### config.mk
export PLATFORM = sky130hd
export DESIGN_NAME = i2c_txn_sequencer
export DESIGN_NICKNAME = d
export VERILOG_FILES = /design/src/rtl/i2c_pkg.sv /design/src/rtl/i2c_cmd_issuer.sv /design/src/rtl/i2c_txn_sequencer.sv
export SDC_FILE = /design/constraint.sdc
export NUM_CORES = 1
export LEC_CHECK = 0
export CAP_MARGIN = 20
export CORE_UTILIZATION = 52
export DETAILED_ROUTE_END_ITERATION = 8
export GPL_ROUTABILITY_DRIVEN = 0
export GPL_TIMING_DRIVEN = 0
export PLACE_DENSITY = 0.76
export SYNTH_ARGS = -nofsm -noshare
export SYNTH_HDL_FRONTEND = slang
export SYNTH_SLANG_ARGS = --single-unit
### constraint.sdc
create_clock -name clk -period 2.2 [get_ports clk]
set_input_delay 0.44 -clock clk [delete_from_list [all_inputs] [get_ports clk]]
set_output_delay 0.44 -clock clk [all_outputs]
set_load 0.05 [all_outputs]
### src/rtl/i2c_pkg.sv
// Shared definitions for the i2c transaction sequencer and its engine command issuer.
package i2c_pkg;

  // Instruction encodings understood by the i2c byte engine
  typedef enum logic [1:0] {
    INSTR_START = 2'd0,
    INSTR_STOP  = 2'd1,
    INSTR_READ  = 2'd2,
    INSTR_WRITE = 2'd3
  } eng_instr_t;

  // Transaction-level sequencer states
  typedef enum logic [2:0] {
    S_IDLE,
    S_START,
    S_ADDR,
    S_FETCH,
    S_WRITE,
    S_READ,
    S_STOP,
    S_DONE
  } seq_state_t;

  // Per-command engine handshake states
  typedef enum logic [1:0] {
    C_IDLE,
    C_BLANK,
    C_WAIT,
    C_RELEASE
  } cmd_state_t;

  // Engine holds eng_enable low this long between commands by default
  localparam int GUARD_CYCLES_DEF = 2;
  // A stale eng_complete from the previous command survives this many clk
  localparam int BLANK_CYCLES = 2;

endpackage

### src/rtl/i2c_cmd_issuer.sv
// Runs one engine command: ISSUE, BLANK (ignore stale complete), WAIT for
// complete, RELEASE (enable low for GUARD_CYCLES), then pulses cmd_done.
module i2c_cmd_issuer
  import i2c_pkg::*;
#(
  parameter int GUARD_CYCLES = GUARD_CYCLES_DEF
) (
  input  logic       clk,
  input  logic       rst_n,
  input  logic       cmd_valid,
  output logic       cmd_ready,
  input  logic [1:0] cmd_instr,
  input  logic [7:0] cmd_byte,
  output logic       cmd_done,
  output logic [1:0] eng_instruction,
  output logic       eng_enable,
  output logic [7:0] eng_byte_to_send,
  input  logic       eng_complete
);

  localparam int CNT_W = $clog2(GUARD_CYCLES + BLANK_CYCLES);

  cmd_state_t       r_state;
  logic [CNT_W-1:0] r_cnt;
  logic             r_ready;
  logic             r_done;
  logic             r_enable;
  logic [1:0]       r_instr;
  logic [7:0]       r_byte;

  assign cmd_ready        = r_ready;
  assign cmd_done         = r_done;
  assign eng_enable       = r_enable;
  assign eng_instruction  = r_instr;
  assign eng_byte_to_send = r_byte;

  // Command handshake FSM; instruction/byte only change when accepting in C_IDLE
  always_ff @(posedge clk or negedge rst_n) begin
    if (!rst_n) begin
      r_state  <= C_IDLE;
      r_cnt    <= '0;
      r_ready  <= 1'b1;
      r_done   <= 1'b0;
      r_enable <= 1'b0;
      r_instr  <= '0;
      r_byte   <= '0;
    end else begin
      r_done <= 1'b0;
      case (r_state)
        C_IDLE: begin
          if (cmd_valid) begin
            r_instr  <= cmd_instr;
            r_byte   <= cmd_byte;
            r_enable <= 1'b1;
            r_ready  <= 1'b0;
            r_cnt    <= '0;
            r_state  <= C_BLANK;
          end
        end
        C_BLANK: begin
          if (r_cnt == CNT_W'(BLANK_CYCLES - 1)) begin
            r_cnt   <= '0;
            r_state <= C_WAIT;
          end else begin
            r_cnt <= r_cnt + CNT_W'(1);
          end
        end
        C_WAIT: begin
          if (eng_complete) begin
            r_enable <= 1'b0;
            r_cnt    <= '0;
            r_state  <= C_RELEASE;
          end
        end
        C_RELEASE: begin
          if (r_cnt == CNT_W'(GUARD_CYCLES - 1)) begin
            r_done  <= 1'b1;
            r_ready <= 1'b1;
            r_state <= C_IDLE;
          end else begin
            r_cnt <= r_cnt + CNT_W'(1);
          end
        end
        default: r_state <= C_IDLE;
      endcase
    end
  end

endmodule

### src/rtl/i2c_txn_sequencer.sv
// Transaction controller for the i2c byte engine: START, address byte,
// N data bytes (write stream or read stream), STOP.
// Optional macro I2C_TXN_SEQUENCER_AUTOREPEAT_EN re-launches the last
// accepted request every REPEAT_CYCLES clk while idle.
module i2c_txn_sequencer
  import i2c_pkg::*;
#(
  parameter int LEN_W         = 4,
  parameter int GUARD_CYCLES  = GUARD_CYCLES_DEF,
  parameter int REPEAT_CYCLES = 540000
) (
  input  logic             clk,
  input  logic             rst_n,
  input  logic             req_valid,
  output logic             req_ready,
  input  logic [6:0]       req_addr,
  input  logic             req_rnw,
  input  logic [LEN_W-1:0] req_len,
  input  logic             wr_valid,
  input  logic [7:0]       wr_data,
  output logic             wr_ready,
  output logic             rd_valid,
  output logic [7:0]       rd_data,
  output logic             busy,
  output logic             done,
  output logic [1:0]       eng_instruction,
  output logic             eng_enable,
  output logic [7:0]       eng_byte_to_send,
  input  logic [7:0]       eng_byte_received,
  input  logic             eng_complete
);

  if (GUARD_CYCLES < 2 || REPEAT_CYCLES < 1) begin : g_param_check
    $error("i2c_txn_sequencer: GUARD_CYCLES must be >= 2 and REPEAT_CYCLES >= 1");
  end

  seq_state_t       r_state;
  logic [6:0]       r_addr;
  logic             r_rnw;
  logic [LEN_W-1:0] r_len;
  logic [LEN_W-1:0] r_cnt;
  logic             r_req_ready;
  logic             r_busy;
  logic             r_done;
  logic             r_wr_ready;
  logic             r_rd_valid;
  logic [7:0]       r_rd_data;
  logic [7:0]       r_wbyte;
  logic             r_cmd_valid;
  logic [1:0]       r_cmd_instr;
  logic [7:0]       r_cmd_byte;
  logic             r_issued;

  logic             w_cmd_ready;
  logic             w_cmd_done;
  logic             w_is_cmd;
  eng_instr_t       w_instr;
  logic [7:0]       w_byte;
  logic             w_accept;
  logic             w_rpt_launch;

  assign w_accept  = req_valid && r_req_ready;
  assign req_ready = r_req_ready;
  assign busy      = r_busy;
  assign done      = r_done;
  assign wr_ready  = r_wr_ready;
  assign rd_valid  = r_rd_valid;
  assign rd_data   = r_rd_data;

`ifdef I2C_TXN_SEQUENCER_AUTOREPEAT_EN
  localparam int RPT_W = $clog2(REPEAT_CYCLES + 1);

  logic [RPT_W-1:0] r_rpt_cnt;
  logic             r_have_req;
  logic             w_rpt_fire;

  assign w_rpt_fire   = (r_rpt_cnt == RPT_W'(REPEAT_CYCLES - 1));
  assign w_rpt_launch = w_rpt_fire && (r_state == S_IDLE) && r_have_req && !req_valid;

  // Free-running repeat period; an external request restarts the period
  always_ff @(posedge clk or negedge rst_n) begin
    if (!rst_n) begin
      r_rpt_cnt  <= '0;
      r_have_req <= 1'b0;
    end else begin
      if (w_accept) begin
        r_rpt_cnt  <= '0;
        r_have_req <= 1'b1;
      end else if (w_rpt_fire) begin
        r_rpt_cnt <= '0;
      end else begin
        r_rpt_cnt <= r_rpt_cnt + RPT_W'(1);
      end
    end
  end
`else
  assign w_rpt_launch = 1'b0;
`endif

  // Engine command implied by the current sequencer state
  always_comb begin
    w_is_cmd = 1'b0;
    w_instr  = INSTR_START;
    w_byte   = '0;
    case (r_state)
      S_START: w_is_cmd = 1'b1;
      S_ADDR: begin
        w_is_cmd = 1'b1;
        w_instr  = INSTR_WRITE;
        w_byte   = {r_addr, r_rnw};
      end
      S_WRITE: begin
        w_is_cmd = 1'b1;
        w_instr  = INSTR_WRITE;
        w_byte   = r_wbyte;
      end
      S_READ: begin
        w_is_cmd = 1'b1;
        w_instr  = INSTR_READ;
      end
      S_STOP: begin
        w_is_cmd = 1'b1;
        w_instr  = INSTR_STOP;
      end
      default: ;
    endcase
  end

  // Transaction sequencer; each command state hands one command to the
  // issuer (shared handshake above the case) and advances on cmd_done.
  always_ff @(posedge clk or negedge rst_n) begin
    if (!rst_n) begin
      r_state     <= S_IDLE;
      r_addr      <= '0;
      r_rnw       <= 1'b0;
      r_len       <= '0;
      r_cnt       <= '0;
      r_req_ready <= 1'b1;
      r_busy      <= 1'b0;
      r_done      <= 1'b0;
      r_wr_ready  <= 1'b0;
      r_rd_valid  <= 1'b0;
      r_rd_data   <= '0;
      r_wbyte     <= '0;
      r_cmd_valid <= 1'b0;
      r_cmd_instr <= '0;
      r_cmd_byte  <= '0;
      r_issued    <= 1'b0;
    end else begin
      r_done     <= 1'b0;
      r_wr_ready <= 1'b0;
      r_rd_valid <= 1'b0;

      if (w_is_cmd && !r_issued) begin
        if (r_cmd_valid && w_cmd_ready) begin
          r_cmd_valid <= 1'b0;
          r_issued    <= 1'b1;
        end else begin
          r_cmd_valid <= 1'b1;
          r_cmd_instr <= w_instr;
          r_cmd_byte  <= w_byte;
        end
      end

      case (r_state)
        S_IDLE: begin
          if (w_accept) begin
            r_addr      <= req_addr;
            r_rnw       <= req_rnw;
            r_len       <= req_len;
            r_cnt       <= req_len;
            r_req_ready <= 1'b0;
            r_busy      <= 1'b1;
            r_state     <= S_START;
          end else if (w_rpt_launch) begin
            r_cnt       <= r_len;
            r_req_ready <= 1'b0;
            r_busy      <= 1'b1;
            r_state     <= S_START;
          end
        end
        S_START: begin
          if (r_issued && w_cmd_done) begin
            r_issued <= 1'b0;
            r_state  <= S_ADDR;
          end
        end
        S_ADDR: begin
          if (r_issued && w_cmd_done) begin
            r_issued <= 1'b0;
            if (r_cnt == '0)  r_state <= S_STOP;
            else if (r_rnw)   r_state <= S_READ;
            else              r_state <= S_FETCH;
          end
        end
        S_FETCH: begin
          if (wr_valid) begin
            r_wr_ready <= 1'b1;
            r_wbyte    <= wr_data;
            r_state    <= S_WRITE;
          end
        end
        S_WRITE: begin
          if (r_issued && w_cmd_done) begin
            r_issued <= 1'b0;
            r_cnt    <= r_cnt - LEN_W'(1);
            r_state  <= (r_cnt == LEN_W'(1)) ? S_STOP : S_FETCH;
          end
        end
        S_READ: begin
          if (r_issued && w_cmd_done) begin
            r_issued   <= 1'b0;
            r_rd_data  <= eng_byte_received;
            r_rd_valid <= 1'b1;
            r_cnt      <= r_cnt - LEN_W'(1);
            r_state    <= (r_cnt == LEN_W'(1)) ? S_STOP : S_READ;
          end
        end
        S_STOP: begin
          if (r_issued && w_cmd_done) begin
            r_issued <= 1'b0;
            r_done   <= 1'b1;
            r_busy   <= 1'b0;
            r_state  <= S_DONE;
          end
        end
        S_DONE: begin
          r_req_ready <= 1'b1;
          r_state     <= S_IDLE;
        end
        default: r_state <= S_IDLE;
      endcase
    end
  end

  i2c_cmd_issuer #(
    .GUARD_CYCLES(GUARD_CYCLES)
  ) u_cmd_issuer (
    .clk              (clk),
    .rst_n            (rst_n),
    .cmd_valid        (r_cmd_valid),
    .cmd_ready        (w_cmd_ready),
    .cmd_instr        (r_cmd_instr),
    .cmd_byte         (r_cmd_byte),
    .cmd_done         (w_cmd_done),
    .eng_instruction  (eng_instruction),
    .eng_enable       (eng_enable),
    .eng_byte_to_send (eng_byte_to_send),
    .eng_complete     (eng_complete)
  );

endmodule
# == After elaboration in Yosys (flattened, before gate mapping) ==
# Index checks and enable logic that the tools add are counted.
# Widths: inputs -> output; s select.
# word_totals
elab_cells,130
output_inout_bits,24
register_bits,65
in_bits,33
# op_classes
muxes,51
n_addsub,2
eq_ne,25
n_reduce_logical,29
bitwise,1
# op_table
op,count
$mux 3,10
$pmux 3 s8,1
$mux 1,20
$ne 2x2->1 const B,10
$mux 2,9
$pmux 2 s4,2
$pmux 8 s2,1
$reduce_and 3->1,5
$eq 3x3->1 const B,4
$reduce_and 2->1,6
$reduce_bool 2->1,5
$mux 4,2
$pmux 1 s2,4
$pmux 4 s2,1
$reduce_and 7->1,1
$eq 3x2->1 const B,2
$ne 2x1->1 const B,3
$pmux 2 s3,1
$reduce_or 5->1,1
$eq 2x1->1 const B,2
$eq 2x2->1 const B,2
$eq 4x1->1 const B,1
$logic_and 1x1->1,4
$logic_not 4->1,1
9 further kinds,10

# == Logic depth before layout (Yosys ltp) ==
# depth
depth_word,7
depth_mapped,6
mapped_depth_nobuf,5

# == Hierarchy ==
# From an unflattened synthesis, not the netlist that was laid out.
# unflattened
cells_unflattened,244
area_unflattened_um2,3084.2
# modules_own_cells
module,cells_each,area_each_um2,instances
i2c_txn_sequencer,182,2247.2,1
i2c_cmd_issuer,62,837.1,1

# == Worst setup path before layout ==
# Ideal clock, no wire load.
# synth_timing
path_kind,register -> register
from,"reg r_req_ready, in the netlist req_ready"
to,reg r_addr[0]
arrival_time_ns,1.440
period_less_slack_ns,1.565
stages_incl_launch_ff,4
n_path_buf,0
required_time_ns,2.075
setup_slack_ns,0.635
cell_sequence,dfstp_2 > nand4bb_4 > nor2_4 > mux2_2
# synth_via
elab_chain_cells,2
# synth_rtl
item,line_no,source
from (decl),i2c_txn_sequencer.sv:42,logic r_req_ready;
from (signal assigned),i2c_txn_sequencer.sv:138,r_req_ready <= 1'b1;
from (signal assigned),i2c_txn_sequencer.sv:172,r_req_ready <= 1'b0;
from (signal assigned),i2c_txn_sequencer.sv:177,r_req_ready <= 1'b0;
$logic_and 1x1->1,i2c_txn_sequencer.sv:62,assign w_accept = req_valid && r_req_ready;
$reduce_and 2->1 (no line),--,
to (signal assigned),i2c_txn_sequencer.sv:168,r_addr <= req_addr;
to (decl),i2c_txn_sequencer.sv:38,logic [6:0] r_addr;
# No other way between the ends.
# A chain may end at the register's enable or synchronous reset.

# == Worst setup path in the final report ==
# layout_timing
from,"reg u_cmd_issuer.r_byte[6], in the netlist u_cmd_issuer.eng_byte_to_send[6]"
to,out eng_byte_to_send[6]
# layout_rtl
item,line_no,source
from (decl),i2c_cmd_issuer.sv:29,logic [7:0] r_byte;
from (signal assigned),i2c_cmd_issuer.sv:53,r_byte <= cmd_byte;
to (decl),i2c_txn_sequencer.sv:28,"output logic [7:0] eng_byte_to_send,"
# No word-level cell between the ends.

==> metrics.txt <==
# TYPE chip_impl_metric gauge
chip_impl_metric{name="numCtsBuffers",unit=""} 9
chip_impl_metric{name="syn-cell-area",unit="sq um"} 3100
chip_impl_metric{name="share_comb_of_total_power",unit="%"} 41.3
chip_impl_metric{name="critical_path_arrival",unit="ns"} 1.51
chip_impl_metric{name="synthesized_area_per_cell",unit="sq um"} 13.0
chip_impl_info{name="criticalPathCategory",value="flip-flop to output port"} 1
chip_impl_metric{name="max-slew-margin-rel",unit="%"} 47.8
chip_impl_metric{name="die_w",unit="um"} 79.2
chip_impl_info{name="netlist.top_cell.by_area",value="dfrtp_1"} 1
chip_impl_metric{name="drt-initial-drc-count",unit=""} 193
chip_impl_metric{name="rows",unit=""} 27
chip_impl_metric{name="seqPwrFrac",unit="%"} 38.4
chip_impl_info{name="yosys_most_used_dff",value="dfrtp_1"} 1
chip_impl_metric{name="critical_path_peak_fanout",unit=""} 2
chip_impl_metric{name="worstMarginPinSlew",unit="ns"} 0.783
chip_impl_info{name="rr_endpoint",value="u_cmd_issuer.eng_byte_to_send[7]$_DFFE_PN0P_"} 1
chip_impl_metric{name="leakage",unit="nW"} 1.82
chip_impl_metric{name="global_router_s_overall_resource_usage",unit="%"} 20.8
chip_impl_metric{name="min_period",unit="ns"} 1.95
chip_impl_metric{name="postSynthCellCount",unit=""} 238
chip_impl_metric{name="crit_path_largest_cell_delay",unit="ns"} 0.81
chip_impl_metric{name="cell_internal_pwr",unit="W"} 0.00308
chip_impl_metric{name="first_global_vias",unit=""} 2057
chip_impl_metric{name="port-buffer-count",unit=""} 56
chip_impl_info{name="crit_path_end_kind",value="output port"} 1
chip_impl_metric{name="start_util",unit="%"} 55.2
chip_impl_info{name="crit_path_top_delay_cell",value="clkdlybuf4s50_1"} 1
chip_impl_metric{name="nNetsFinal",unit=""} 346
chip_impl_metric{name="drc",unit=""} 0
chip_impl_info{name="grt_setup_unrepaired",value="no"} 1
chip_impl_metric{name="n_antenna_cell",unit=""} 0
chip_impl_info{name="netlist_top_cells_count",value="63 x dfrtp_1, 35 x mux2_2, 16 x inv_1"} 1
chip_impl_metric{name="grt_first_pass_wirelength",unit="um"} 9760
chip_impl_metric{name="detail_route.first_pass.iterations",unit=""} 4
chip_impl_metric{name="cts_setup_buffers",unit=""} 0
chip_impl_metric{name="worst_hold_slack",unit="ns"} 0.166
chip_impl_metric{name="timing.reg2reg.setup_slack",unit="ns"} 0.58
chip_impl_metric{name="finalMaxSlewViolations",unit=""} 0
chip_impl_metric{name="via_per_inst",unit=""} 5.49
chip_impl_metric{name="core",unit="sq um"} 5610
chip_impl_info{name="cts_tree",value="built"} 1
chip_impl_info{name="post_synth_main_area_contributors",value="dfrtp_1 51%, mux2_2 13%, mux2_4 3.9%, ha_1 3.2%, inv_1 1.9%"} 1
chip_impl_metric{name="period_share",unit="%"} 88.7
chip_impl_info{name="rr_startpoint",value="u_cmd_issuer.r_state[0]$_DFFE_PN0P_"} 1
chip_impl_metric{name="power.switching_fraction",unit="%"} 37.0
chip_impl_metric{name="route.detailed.wl_per_inst",unit="um"} 14.7
chip_impl_info{name="worstPathCellList",value="clkdlybuf4s50_1"} 1
chip_impl_metric{name="max-cap-violations",unit=""} 0
chip_impl_metric{name="global_route.overflow_total",unit=""} 0
chip_impl_metric{name="routed-via-count",unit=""} 2096
chip_impl_info{name="hold_path.class",value="input pin to asynchronous set/reset pin"} 1
chip_impl_metric{name="grt_start_max_net_pins",unit=""} 66
chip_impl_metric{name="ant_nets",unit=""} 0
chip_impl_metric{name="ff2ff_path_depth",unit=""} 5
chip_impl_info{name="critical_path.top_delay_family",value="buffers and inverters"} 1
chip_impl_metric{name="postCtsHoldBufs",unit=""} 0
chip_impl_metric{name="ctsHtreeMaxLevel",unit=""} 3
chip_impl_metric{name="totalPowerFinal",unit="W"} 0.00489
chip_impl_metric{name="worstSetupPathDepth",unit=""} 1
chip_impl_metric{name="synth_seq_cells",unit=""} 65
chip_impl_metric{name="worst-endpoint-required",unit="ns"} 1.76
chip_impl_metric{name="yosysWarnings",unit=""} 0
chip_impl_metric{name="timing_hold_violations_final",unit=""} 0
chip_impl_metric{name="cts-resized-gates",unit=""} 0
chip_impl_metric{name="power.net_switching",unit="W"} 0.00181
chip_impl_metric{name="cts.clk_slew.worst_paths",unit="ns"} 0.07
chip_impl_metric{name="syn_nets",unit=""} 279
chip_impl_info{name="start_point_of_the_critical_path",value="u_cmd_issuer.eng_byte_to_send[6]$_DFFE_PN0P_"} 1
chip_impl_metric{name="finClkSkew",unit="ns"} 0.00863
chip_impl_metric{name="height_of_the_die",unit="um"} 79.2
chip_impl_metric{name="clock_insertion_delay_worst_skew",unit="ns"} 0.34
chip_impl_metric{name="clock_tree.buffer_depth",unit=""} 2
chip_impl_metric{name="finalSetupViolations",unit=""} 0
chip_impl_metric{name="dpl.hpwl",unit="um"} 3830
chip_impl_info{name="clk_root_buffer_cell",value="clkbuf_8"} 1
chip_impl_metric{name="number_of_antenna_violations_at_the_first_check_in_global_routing",unit=""} 0
chip_impl_metric{name="total_wire_length_after_detailed_routing",unit="um"} 5600
chip_impl_metric{name="dieArea",unit="sq um"} 6270
chip_impl_info{name="synthMostInstantiatedCell",value="dfrtp_1"} 1
chip_impl_metric{name="synth_edf_count",unit=""} 0
chip_impl_metric{name="clkPwrFrac",unit="%"} 20.3
chip_impl_metric{name="critPathBufInv",unit=""} 1
chip_impl_metric{name="ys_seq_area_share",unit="%"} 52.6
chip_impl_metric{name="yosysUniqueCellTypes",unit=""} 52
chip_impl_metric{name="syn_to_final_growth",unit="%"} 27.3
chip_impl_metric{name="vdd_drop_max",unit="mV"} 0.689
chip_impl_info{name="status",value="finished clean"} 1
chip_impl_metric{name="powerDensity",unit="nW/um^2"} 1240
chip_impl_metric{name="num_io_pins",unit=""} 57
chip_impl_metric{name="post-synth-top-area-fraction",unit="%"} 50.9
chip_impl_info{name="critPathLaunchType",value="flip-flop"} 1
chip_impl_metric{name="synthArstFlopShare",unit="%"} 100
chip_impl_info{name="crit_end",value="eng_byte_to_send[6]"} 1
chip_impl_metric{name="clkSinkCount",unit=""} 65
chip_impl_metric{name="fillCellCount",unit=""} 437
chip_impl_metric{name="max_freq",unit="GHz"} 0.513
chip_impl_metric{name="drive_above_1_share",unit="%"} 28.4
==> worst min-delay path by stage <==
| stage | to | cells past startpoint |
|---|---|---|
| 6_report | u_cmd_issuer.r_cnt[0]$_DFFE_PN0P_ | 1 |
| 3_3_place_gp | u_cmd_issuer.r_cnt[0]$_DFFE_PN0P_ | 1 |
| 2_1_floorplan | busy$_DFFE_PN0P_ | 0 |
| 3_5_place_dp | u_cmd_issuer.r_cnt[0]$_DFFE_PN0P_ | 1 |
| 5_1_grt | u_cmd_issuer.r_cnt[0]$_DFFE_PN0P_ | 1 |
| 4_1_cts | u_cmd_issuer.r_cnt[0]$_DFFE_PN0P_ | 1 |
==> stage by stage <==
| step | cell area [sq um] | utilization, % | setup WS [ns] | TNS (ns) | instances |
|---|---|---|---|---|---|
| 2_1_floorplan | 3100 | - | 0.635 | 0 | 238 |
| 3_3_place_gp | 3750 | 66.8 | -1.42 | -90.43 | 366 |
| 3_5_place_dp | 3740 | 66.8 | 0.263 | 0 | 366 |
| 4_1_cts | 3940 | 70.3 | 0.0217 | 0 | 382 |
| 5_1_grt | 3940 | 70.3 | 0.189 | 0 | 382 |
| 6_report | 3940 | 70.3 | 0.250 | 0 | 382 |
==> power by group through the flow <==
stage,logic [W],registers [W],clock network (W)
5_1_grt,0.00221,0.00194,0.00107
2_1_floorplan,0.00113,0.00224,0
3_3_place_gp,0.00200,0.00189,0
6_report,0.00202,0.00188,0.000992
4_1_cts,0.00204,0.00188,0.00102
3_5_place_dp,0.00203,0.00190,0
==> layer usage <==
| metal | GRT usage (%) | up-vias | part of all wire [%] | routed length (um) |
|---|---|---|---|---|
| met2 | 32.8 | 67 | 47 | 2620 |
| met5 | 0 | - | 0 | 0 |
| met3 | 6.44 | 6 | 5.7 | 319 |
| li1 | - | 1004 | - | - |
| met4 | 8.36 | 0 | 0.54 | 30 |
| met1 | 26.7 | 1019 | 47 | 2630 |
==> cells in the final DEF, fill, tap and decap left out, types with 3 or more instances in the layout <==
cell type	count
nor2_1	6
nand2b_1	4
o21ai_0	6
a22o_2	5
nand3_2	3
clkbuf_8	10
dfrtp_1	63
mux2_2	35
buf_6	5
a31oi_1	5
ha_1	8
nand2_1	9
nor3b_1	3
a22o_1	3
mux2_4	8
inv_1	16
a21oi_1	8
clkdlybuf4s50_1	54
nand3_1	4
==> cell families after synthesis <==
family	count (synthesis)	share of synthesized area (%)
AO/OA/AOI/OAI	48	11.6
buffers and inverters	25	4.73
AND/OR/NAND/NOR	47	10.6
multiplexers	45	17.3
flip-flops	65	52.6
adder cells (fa/ha/maj)	8	3.23
==> sequential cells by signal, summed over array words and instances (netlist names), 2 cells and up <==
register / flops
r_addr: 7
r_cmd_byte: 8
r_cmd_instr: 2
r_cnt: 4
r_state: 3
r_wbyte: 8
rd_data: 8
u_cmd_issuer.eng_byte_to_send: 8
u_cmd_issuer.eng_instruction: 2
u_cmd_issuer.r_cnt: 2
u_cmd_issuer.r_state: 2
==> area by class of cell <==
cell class,count,area (sq um),share of cell area (%)
Tap cell,72,90.1,2.28
Clock buffer,10,128,3.24
Buffer,9,86.3,2.19
Clock inverter,6,67.6,1.71
Multi-Input combinational cell,148,1320,33.5
Timing Repair Buffer,56,561,14.2
Sequential cell,65,1630,41.3
Inverter,16,60.1,1.52
Power figures use the tool's default switching activity.
